--- config.mk ---
export PLATFORM = sky130hd
export DESIGN_NAME = usbf_rx_pack
export DESIGN_NICKNAME = d
export VERILOG_FILES = /design/src/rtl/usbf_rx_pkg.sv /design/src/rtl/usbf_rx_wfifo.sv /design/src/rtl/usbf_rx_pack.sv
export SDC_FILE = /design/constraint.sdc
export NUM_CORES = 1
export LEC_CHECK = 0
export CAP_MARGIN = 30
export CORE_UTILIZATION = 40
export CTS_CLUSTER_DIAMETER = 30
export DETAILED_ROUTE_END_ITERATION = 10
export PLACE_DENSITY = 0.65
export SYNTH_ARGS = -nofsm -noshare
export SYNTH_HDL_FRONTEND = slang
export SYNTH_SLANG_ARGS = --single-unit
--- constraint.sdc ---
create_clock -name clk -period 3.2 [get_ports clk]
set_input_delay 0.32 -clock clk [delete_from_list [all_inputs] [get_ports clk]]
set_output_delay 0.32 -clock clk [all_outputs]
set_load 0.01 [all_outputs]
--- src/rtl/usbf_rx_pkg.sv ---
// Shared types and defaults for the USB function receive-data packer.
package usbf_rx_pkg;

    localparam int USBF_AW_DEF = 15;
    localparam int USBF_FD_DEF = 4;
    localparam int SIZE_W      = 11;

    typedef enum logic [1:0] {
        ST_IDLE  = 2'd0,
        ST_RECV  = 2'd1,
        ST_FLUSH = 2'd2,
        ST_DONE  = 2'd3
    } rx_state_e;

endpackage

--- src/rtl/usbf_rx_wfifo.sv ---
// Word FIFO between the byte packer and the buffer-memory write port.
// A push on a full FIFO is accepted only if a pop happens in the same cycle.
module usbf_rx_wfifo #(
    parameter int DW = 32,
    parameter int FD = 4
) (
    input  logic          clk,
    input  logic          rst,
    input  logic          clr,
    input  logic          push,
    input  logic [DW-1:0] din,
    input  logic          pop,
    output logic [DW-1:0] dout,
    output logic          full,
    output logic          empty
);

    localparam int PW = (FD > 1) ? $clog2(FD) : 1;
    localparam logic [PW:0] CNT_FULL = (PW+1)'(FD);

    logic [DW-1:0] r_mem [FD];
    logic [PW-1:0] r_wp;
    logic [PW-1:0] r_rp;
    logic [PW:0]   r_cnt;
    logic          w_pop;
    logic          w_push;

    assign empty  = (r_cnt == '0);
    assign full   = (r_cnt == CNT_FULL);
    assign w_pop  = pop && !empty;
    assign w_push = push && (!full || w_pop);
    assign dout   = r_mem[r_rp];

    always_ff @(posedge clk or posedge rst) begin
        if (rst) begin
            r_wp  <= '0;
            r_rp  <= '0;
            r_cnt <= '0;
        end else if (clr) begin
            r_wp  <= '0;
            r_rp  <= '0;
            r_cnt <= '0;
        end else begin
            if (w_push) r_wp <= r_wp + 1'b1;
            if (w_pop)  r_rp <= r_rp + 1'b1;
            if (w_push && !w_pop)      r_cnt <= r_cnt + 1'b1;
            else if (w_pop && !w_push) r_cnt <= r_cnt - 1'b1;
        end
    end

    // Storage carries data only; occupancy is tracked by the pointers above.
    always_ff @(posedge clk) begin
        if (w_push && !clr) r_mem[r_wp] <= din;
    end

endmodule

--- src/rtl/usbf_rx_pack.sv ---
// Packs received bytes little-endian into 32-bit words and streams them to
// buffer memory through a small word FIFO with a mwe/mack handshake.
module usbf_rx_pack
    import usbf_rx_pkg::*;
#(
    parameter int AW = USBF_AW_DEF,
    parameter int FD = USBF_FD_DEF
) (
    input  logic              clk,
    input  logic              rst,
    input  logic              start,
    input  logic [AW-1:0]     base_adr,
    input  logic [SIZE_W-1:0] max_size,
    input  logic              abort,
    input  logic [7:0]        rx_data_st,
    input  logic              rx_data_valid,
    input  logic              rx_data_done,
    input  logic              crc16_err,
    output logic [AW-1:0]     madr,
    output logic [31:0]       mdout,
    output logic              mwe,
    input  logic              mack,
    output logic              busy,
    output logic              done,
    output logic [SIZE_W-1:0] size,
    output logic              ovf,
    output logic              crc_err
);

    rx_state_e         r_state;
    rx_state_e         w_state_nxt;
    logic [AW-1:0]     r_wr_adr;
    logic [SIZE_W-1:0] r_cnt;
    logic [SIZE_W-1:0] r_max;
    logic [31:0]       r_acc;
    logic              r_ovf;
    logic              r_crc_err;

    logic [SIZE_W-1:0] w_cnt_nxt;
    logic [31:0]       w_acc_nxt;
    logic [31:0]       w_acc_byte;
    logic [31:0]       w_push_data;
    logic [1:0]        w_lane;
    logic              w_push;
    logic              w_clr;
    logic              w_load;
    logic              w_byte_ovf;
    logic              w_latch_crc;
    logic              w_pop;
    logic              w_full;
    logic              w_empty;
    logic [31:0]       w_head;

    usbf_rx_wfifo #(
        .DW (32),
        .FD (FD)
    ) u_wfifo (
        .clk   (clk),
        .rst   (rst),
        .clr   (w_clr),
        .push  (w_push),
        .din   (w_push_data),
        .pop   (w_pop),
        .dout  (w_head),
        .full  (w_full),
        .empty (w_empty)
    );

    assign w_pop   = mack && !w_empty;
    assign mwe     = !w_empty;
    assign madr    = r_wr_adr;
    assign mdout   = w_empty ? 32'd0 : w_head;
    assign busy    = (r_state == ST_RECV) || (r_state == ST_FLUSH);
    assign done    = (r_state == ST_DONE);
    assign size    = r_cnt;
    assign ovf     = r_ovf;
    assign crc_err = r_crc_err;

    always_ff @(posedge clk or posedge rst) begin
        if (rst) r_state <= ST_IDLE;
        else     r_state <= w_state_nxt;
    end

    always_comb begin
        w_state_nxt = r_state;
        w_clr       = 1'b0;
        w_load      = 1'b0;
        w_push      = 1'b0;
        w_push_data = r_acc;
        w_acc_nxt   = r_acc;
        w_cnt_nxt   = r_cnt;
        w_byte_ovf  = 1'b0;
        w_latch_crc = 1'b0;
        w_lane      = r_cnt[1:0];
        w_acc_byte  = r_acc;
        w_acc_byte[{w_lane, 3'b000} +: 8] = rx_data_st;
        case (r_state)
            ST_IDLE: begin
                if (start) begin
                    w_load      = 1'b1;
                    w_state_nxt = ST_RECV;
                end
            end
            ST_RECV: begin
                if (abort) begin
                    w_clr       = 1'b1;
                    w_state_nxt = ST_IDLE;
                end else begin
                    if (rx_data_valid) begin
                        if (r_cnt < r_max) begin
                            w_cnt_nxt = r_cnt + 1'b1;
                            if (w_lane == 2'd3) begin
                                w_push      = 1'b1;
                                w_push_data = w_acc_byte;
                                w_acc_nxt   = '0;
                            end else begin
                                w_acc_nxt = w_acc_byte;
                            end
                        end else begin
                            w_byte_ovf = 1'b1;
                        end
                    end
                    // A partial word is pushed on the way into FLUSH; a full
                    // word completed this cycle leaves cnt[1:0]==0, so at most one push.
                    if (rx_data_done) begin
                        w_latch_crc = 1'b1;
                        w_state_nxt = ST_FLUSH;
                        if (w_cnt_nxt[1:0] != 2'd0) begin
                            w_push      = 1'b1;
                            w_push_data = w_acc_nxt;
                            w_acc_nxt   = '0;
                        end
                    end
                end
            end
            ST_FLUSH: begin
                if (abort) begin
                    w_clr       = 1'b1;
                    w_state_nxt = ST_IDLE;
                end else if (w_empty) begin
                    w_state_nxt = ST_DONE;
                end
            end
            ST_DONE: begin
                w_state_nxt = ST_IDLE;
            end
            default: begin
                w_state_nxt = ST_IDLE;
            end
        endcase
    end

    always_ff @(posedge clk or posedge rst) begin
        if (rst) begin
            r_wr_adr  <= '0;
            r_cnt     <= '0;
            r_ovf     <= 1'b0;
            r_crc_err <= 1'b0;
        end else if (w_load) begin
            r_wr_adr  <= base_adr;
            r_cnt     <= '0;
            r_ovf     <= 1'b0;
            r_crc_err <= 1'b0;
        end else begin
            if (w_pop) r_wr_adr <= r_wr_adr + 1'b1;
            r_cnt <= w_cnt_nxt;
            if (w_byte_ovf || (w_push && w_full && !w_pop)) r_ovf <= 1'b1;
            if (w_latch_crc) r_crc_err <= crc16_err;
        end
    end

    // Lane accumulator and byte limit are pure data; start reloads them.
    always_ff @(posedge clk) begin
        if (w_load) begin
            r_acc <= '0;
            r_max <= max_size;
        end else begin
            r_acc <= w_acc_nxt;
        end
    end

endmodule

==> results of run 1 <==
==> state kept, by name, indices dropped and copies added, names as in the netlist <==
register / count
r_state: 2
u_wfifo.r_rp: 2
r_max: 11
size: 11
r_acc: 32
u_wfifo.r_wp: 2
u_wfifo.r_cnt: 3
ovf: 1
crc_err: 1
madr: 15
u_wfifo.r_mem: 128
==> layer usage <==
| layer | GRT usage (%) | wire length, µm | vias up |
|---|---|---|---|
| li1 | - | - | 3199 |
| met1 | 24.4 | 10200 | 3290 |
| met2 | 29.7 | 10700 | 211 |
| met3 | 3.71 | 1230 | 41 |
| met4 | 7.36 | 592 | 0 |
| met5 | 0 | 0 | - |
==> cells in the mapped netlist (4+ instances only) <==
master / n / area share (%)
o211ai_1: 16 / 1.2
mux4_2: 32 / 7.2
ha_1: 27 / 3.4
xor2_1: 15 / 1.3
buf_4: 4 / 0.30
clkbuf_1: 29 / 1.1
xnor2_1: 13 / 1.1
nor3_1: 4 / 0.20
a22o_1: 34 / 3.0
buf_1: 4 / 0.15
buf_2: 13 / 0.65
nand2_1: 62 / 2.3
inv_1: 42 / 1.6
a221o_1: 16 / 1.6
nor2_1: 32 / 1.2
a31oi_1: 8 / 0.50
o211a_1: 18 / 1.8
nand4_1: 10 / 0.63
nand3_1: 10 / 0.50
a32o_1: 5 / 0.50
a21oi_1: 14 / 0.70
edfxtp_1: 139 / 42
dfrtp_1: 37 / 9.3
and2_1: 47 / 2.9
o21ai_0: 21 / 1.1
and3_1: 12 / 0.75
nor2b_1: 4 / 0.25
dfxtp_1: 32 / 6.4
nand2b_1: 8 / 0.50
==> critical path, cell delays in order (launching register included) <==
cell,delay (ns)
dfrtp_1,0.37
ha_1,0.32
a21o_1,0.19
a31oi_1,0.18
o21ai_2,0.11
a211o_1,0.31
o2111ai_4,0.14
a21oi_4,0.09
ha_1,0.25
fa_1,0.44
xnor2_1,0.14
or3_1,0.30
a21oi_1,0.16
==> logic make-up after synthesis <==
| family | share of synthesized area, % |
|---|---|
| AO/OA/AOI/OAI | 14.3 |
| XOR/XNOR | 2.46 |
| adder cells (fa/ha/maj) | 3.59 |
| buffers and inverters | 4.15 |
| flip-flops | 57.6 |
| multiplexers | 7.54 |
| AND/OR/NAND/NOR | 10.3 |
==> power groups by stage <==
stage                     sequential, mW  combinational, mW  clock (mW)
final                               3.50               3.45        4.49
after global routing                3.54               3.77        4.71
after CTS                           3.50               3.48        4.55
after detailed placement            3.54               3.46           0
after global placement              3.53               3.44           0
after floorplan                     3.52               2.03           0
==> cells in the final DEF (no fill, tap or decap), types with 8 or more instances in the layout <==
master	instances
mux4_2	32
and2_1	43
clkbuf_1	8
o21ai_0	21
dfxtp_1	32
ha_1	27
edfxtp_1	139
nand3_1	9
buf_4	38
clkdlybuf4s50_1	104
clkbuf_8	8
o211a_1	18
o211ai_1	16
clkbuf_16	46
a22o_1	34
inv_1	41
nand2_1	62
a31oi_1	8
a221o_1	16
xnor2_1	13
and3_1	12
nand4_1	10
a21oi_1	14
dfrtp_1	35
xor2_1	15
nor2_1	32
==> final timing paths <==
| check | start | to | slack, ns | cells past startpoint |
|---|---|---|---|---|
| max in group asynchronous | rst | u_wfifo.r_rp[0] | 2.29 | 3 |
| min in group clk | base_adr[13] | madr[13] | 0.34 | 3 |
| setup / recovery | size[2] | u_wfifo.r_cnt[2] | 0.13 | 12 |
| hold / removal | rst | size[6] | 0.15 | 2 |
| hold reg to reg | r_acc[21] | r_acc[21] | 0.46 | 1 |
| setup reg to reg | size[2] | u_wfifo.r_cnt[2] | 0.13 | 12 |
==> cell type report <==
| class | instances | share of cell area, % |
|---|---|---|
| flip-flops and latches | 208 | 43.8 |
| clock inverters | 20 | 1.69 |
| clock buffers | 62 | 9.86 |
| well taps | 324 | 3.09 |
| repair buffers | 148 | 11.0 |
| inverters | 43 | 1.23 |
| multi-input cells | 463 | 29.2 |
==> metrics by stage <==
step / util, % / instance area, µm² / worst slack (ns)
2_1_floorplan: - / 9980 / -0.00262
3_3_place_gp: 47.4 / 11600 / 0.134
3_5_place_dp: 47.4 / 11600 / 0.0954
4_1_cts: 53.6 / 13100 / 0.0614
5_1_grt: 53.7 / 13100 / 0.00437
6_report: 53.7 / 13100 / 0.128
==> what timing repair did <==
action | 4_1_cts | 5_1_grt
endpoints found under the setup margin | 0 | 4
hold buffers | 0 | 0
setup buffers | 0 | 1
gates resized for setup | 0 | 4
==> reports/metrics.csv, run 1 <==
stage,metric,value,unit
min_path,min-delay worst type,input pin to asynchronous set/reset pin,
finish,fraction of layout cells with a size suffix above 1,18.6,%
floorplan,die span in y,160,µm
sta,"Hold Vio Cnt, Final",0,
run,max_cap viols,0,
pwr,Overall Power,11.4,mW
pwr,Switching Share,29.6,%
logic_synthesis,"Primary FF master, synth",edfxtp_1,
sta,fmax,326,MHz
global_route,largest net degree at the start of global routing,53,
finish,FF+latch area,5740,µm²
pwr,leakage,4.93,nW
setup_path,Worst EP arrival,3.51,ns
setup_path,Worst EP required,3.63,ns
floorplan,die width,160,µm
logic_synthesis,Synth warnings,0,
floorplan,Core Area,24400,µm²
logic_synthesis,Post-synth EDFFs,139,
finish,Synth-to-Final Area Change,31.4,%
sta,Fin Hold WS,0.150,ns
logic_synthesis,Mean Syn Cell Area,13.0,µm²
setup_path,kind of critical path,flip-flop to flip-flop,
pwr,Power per Cell Area,873,nW/µm²
sta,clock skew,0.0221,ns
drt,DRC viols,0,
pwr,sw power,3.39,mW
logic_synthesis,post-synth net total,837,
cts,CTS Root Buffer Type,clkbuf_16,
cts,Inserted Clock Buffers,44,
floorplan,boundary pin count,105,
setup_path,Worst setup EP type,flip-flop,
sta,Final period util,96.0,%
placement,Final HPWL DP,14900,µm
drt,DR pass1 iterations,5,
logic_synthesis,Syn Inst Count,767,
drt,Iteration-0 DRC Markers,488,
cts,Clock Sinks,208,
finish,filler cell count,2061,
pwr,internal power,8.05,mW
placement,DP Cell Count,1185,
sta,setup_tns,0,ns
sta,RSZ-0062 raised after global routing,false,
drt,vias per inst,5.32,
finish,multi-input logic area,3830,µm²
sta,Setup Viol. Count Final,0,
setup_path,"Max FO, Critical Path",2,
sta,Final Critical Period,3.07,ns
logic_synthesis,asr flop ratio synth,17.8,%
pwr,sequential power share,30.6,%
global_route,initial antenna violation count,0,
pwr,Gate power share,30.1,%
run_status,status,"complete, no violations",
pwr,Worst VDD drop,0.505,mV
cts,clock latency at the later pin of the worst-skew pair,0.53,ns
cts,H-tree levels,2,
placement,port bufs,104,
drt,vias,6741,
logic_synthesis,Mapped Area,9970,µm²
sta,Slew Limit Fails,0,
global_route,vias in the first global route,6957,
global_route,GRT overflow,0,
sta,worst-margin pin slew,0.579,ns
drt,Avg WL per Cell,18.0,µm
setup_path,CP startpoint kind,flip-flop,
floorplan,Row Count,57,
pwr,Clk pwr share,39.3,%
placement,routability cong.,0.871,
cts,Longest Clk Path Bufs,3,
global_route,Total GRT Usage,18.4,%
drt,routed wire length,22800,µm
sta,Rel. slew slack,61.1,%
finish,ant diodes,0,
drt,post-route ant nets,0,
floorplan,initial core utilization,40.9,%
cts,CTS tree,done,
logic_synthesis,synthesis-stage register bit count,208,
logic_synthesis,synth unique cells,69,
logic_synthesis,sequential-to-total area share from yosys stat,57.6,%
floorplan,die area,25600,µm²
finish,Final Non-Filler Cells,1268,
global_route,wire length of the first global-routing pass,37100,µm
finish,fin nets,978,
cts,Clock transition at path regs,0.04,ns
(Power assumes the default switching activity.)
==> run 2, diff against run 1 <==
- RECOVER_POWER: not set -> 100
==> run 2 against run 1 <==
  * Sequential power is essentially flat
  * Sequential share of layout area up 0.30 points
  * Clock skew about the same
  * Largest cell class unchanged
  * Worst hold slack improved by 0.13 ns
  * Setup slack barely moved
  * Via count up 0.34%
  * Core utilization shrank 0.38 points
  * Critical path depth stayed put
==> reports/metrics.csv, run 2 (synthesis results as in run 1) <==
stage,metric,value,unit
run_status,status,"complete, no violations",
global_route,wire length of the first global-routing pass,37100,µm
floorplan,die span in y,160,µm
drt,vias,6764,
global_route,GRT overflow,0,
cts,Clock Sinks,208,
cts,Longest Clk Path Bufs,3,
sta,fmax,326,MHz
global_route,Total GRT Usage,18.4,%
placement,placed cell areas,11600,µm²
drt,Avg WL per Cell,18.0,µm
setup_path,CP startpoint kind,flip-flop,
drt,DR pass1 iterations,5,
setup_path,kind of critical path,flip-flop to flip-flop,
setup_path,Worst setup EP type,flip-flop,
pwr,Worst VDD drop,0.491,mV
drt,routed wire length,22800,µm
min_path,min-delay worst type,input pin to asynchronous set/reset pin,
finish,ant diodes,0,
global_route,vias in the first global route,6957,
global_route,largest net degree at the start of global routing,53,
floorplan,Row Count,57,
placement,Final HPWL DP,14900,µm
pwr,Power per Cell Area,866,nW/µm²
floorplan,initial core utilization,40.9,%
cts,CTS tree,done,
floorplan,Core Area,24400,µm²
sta,"Hold Vio Cnt, Final",0,
finish,Synth-to-Final Area Change,30.5,%
finish,design area,13000,µm²
drt,post-route ant nets,0,
finish,Top reg by flops,u_wfifo.r_mem,
sta,RSZ-0062 raised after global routing,false,
setup_path,Worst EP arrival,3.51,ns
pwr,Overall Power,11.3,mW
finish,Final Non-Filler Cells,1268,
floorplan,die area,25600,µm²
drt,vias per inst,5.33,
pwr,leakage,4.98,nW
cts,H-tree levels,2,
placement,port bufs,104,
sta,clock skew,0.0223,ns
drt,Iteration-0 DRC Markers,519,
sta,Slew Limit Fails,0,
sta,worst-margin pin slew,1.37,ns
finish,Util after Layout,53.3,%
finish,max FFs per register,128,
placement,routability cong.,0.871,
drt,DRC viols,0,
sta,Rel. slew slack,8.57,%
finish,fraction of layout cells with a size suffix above 1,17.5,%
finish,"leading cell types in the layout, fill and taps excluded","edfxtp_1, nand2_1, dlygate4sd3_1",
floorplan,die width,160,µm
cts,Clock transition at path regs,0.04,ns
placement,DP Cell Count,1185,
finish,fin nets,978,
finish,filler cell count,2078,
global_route,initial antenna violation count,0,
finish,"most common cell after layout, fill and taps aside",edfxtp_1,
sta,Setup Viol. Count Final,0,
run,max_cap viols,0,
sta,Final Critical Period,3.07,ns
cts,CTS Root Buffer Type,clkbuf_16,
sta,Final period util,96.0,%
setup_path,"Max FO, Critical Path",2,
setup_path,Worst EP required,3.64,ns
cts,hold buffer count at CTS,0,
cts,clock latency at the later pin of the worst-skew pair,0.53,ns
floorplan,boundary pin count,105,
cts,Inserted Clock Buffers,44,
-- run 2: cell types whose count changed in the layout (fill, tap and decap cells not counted), moves of 2 or more --
| cell | delta |
|---|---|
| buf_4 | -9 |
| and2_0 | +10 |
| and2_1 | -10 |
| buf_6 | +4 |
| clkdlybuf4s50_1 | -60 |
| clkbuf_1 | +6 |
| buf_12 | -5 |
| dlygate4sd3_1 | +60 |
| clkbuf_4 | +2 |
| clkbuf_2 | +2 |
-- run 2: metal layers --
metal / track usage, % / up-vias / share of wire (%) / wire length [µm]
met5: 0 / - / 0 / 0
met4: 7.36 / 0 / 2.7 / 607
met3: 3.71 / 43 / 5.6 / 1270
met2: 29.7 / 207 / 47 / 10800
met1: 24.4 / 3319 / 44 / 10100
li1: - / 3195 / - / -
-- run 2: where the power goes --
part / internal (mW) / total [mW] / switching, mW
Clock: 3.06 / 4.49 / 1.44
Sequential: 3.26 / 3.49 / 0.232
Combinational: 1.59 / 3.28 / 1.70
Total: 7.90 / 11.3 / 3.36
-- run 2: final timing paths --
| check | slack (ns) | depth (start not counted) | from | endpoint |
|---|---|---|---|---|
| max | 0.13 | 12 | size[2] | u_wfifo.r_cnt[2] |
| min | 0.28 | 2 | rst | size[6] |
| max reg2reg | 0.13 | 12 | size[2] | u_wfifo.r_cnt[2] |
| min reg2reg | 0.47 | 1 | r_acc[21] | r_acc[21] |
| max in group asynchronous | 1.27 | 3 | rst | crc_err |
| min in group clk | 0.35 | 3 | base_adr[9] | madr[9] |
-- run 2: what timing repair did --
item                                    4_1_cts  5_1_grt
resized for setup                             0        4
hold endpoints to repair                      0        0
setup buffers                                 0        1
endpoints found under the setup margin        0        4
-- run 2: area by class of cell --
type                    instances  area, µm²  area share, %
well taps                     324        405           3.12
clock buffers                  62       1290           9.93
clock inverters                20        221           1.70
multi-input cells             463       3810           29.3
inverters                      43        161           1.24
flip-flops and latches        208       5740           44.1
repair buffers                148       1370           10.5
-- run 2: worst max-delay path: stages (launching register included) --
cell       delay (ns)
dfrtp_1          0.37
ha_1             0.32
a21o_1           0.19
a31oi_1          0.18
o21ai_2          0.11
a211o_1          0.31
o2111ai_4        0.14
a21oi_4          0.09
ha_1             0.25
fa_1             0.44
xnor2_1          0.14
or3_1            0.30
a21oi_1          0.16
-- run 2: through the flow --
stage | hold slack [ns] | setup TNS, ns | setup slack, ns
final | 0.284 | 0 | 0.128
after CTS | 0.157 | 0 | 0.0614
after global placement | 0.449 | 0 | 0.134
after global routing | 0.344 | 0 | 0.0133
after floorplan | 0.419 | -0.00262 | -0.00262
after detailed placement | 0.455 | 0 | 0.0954
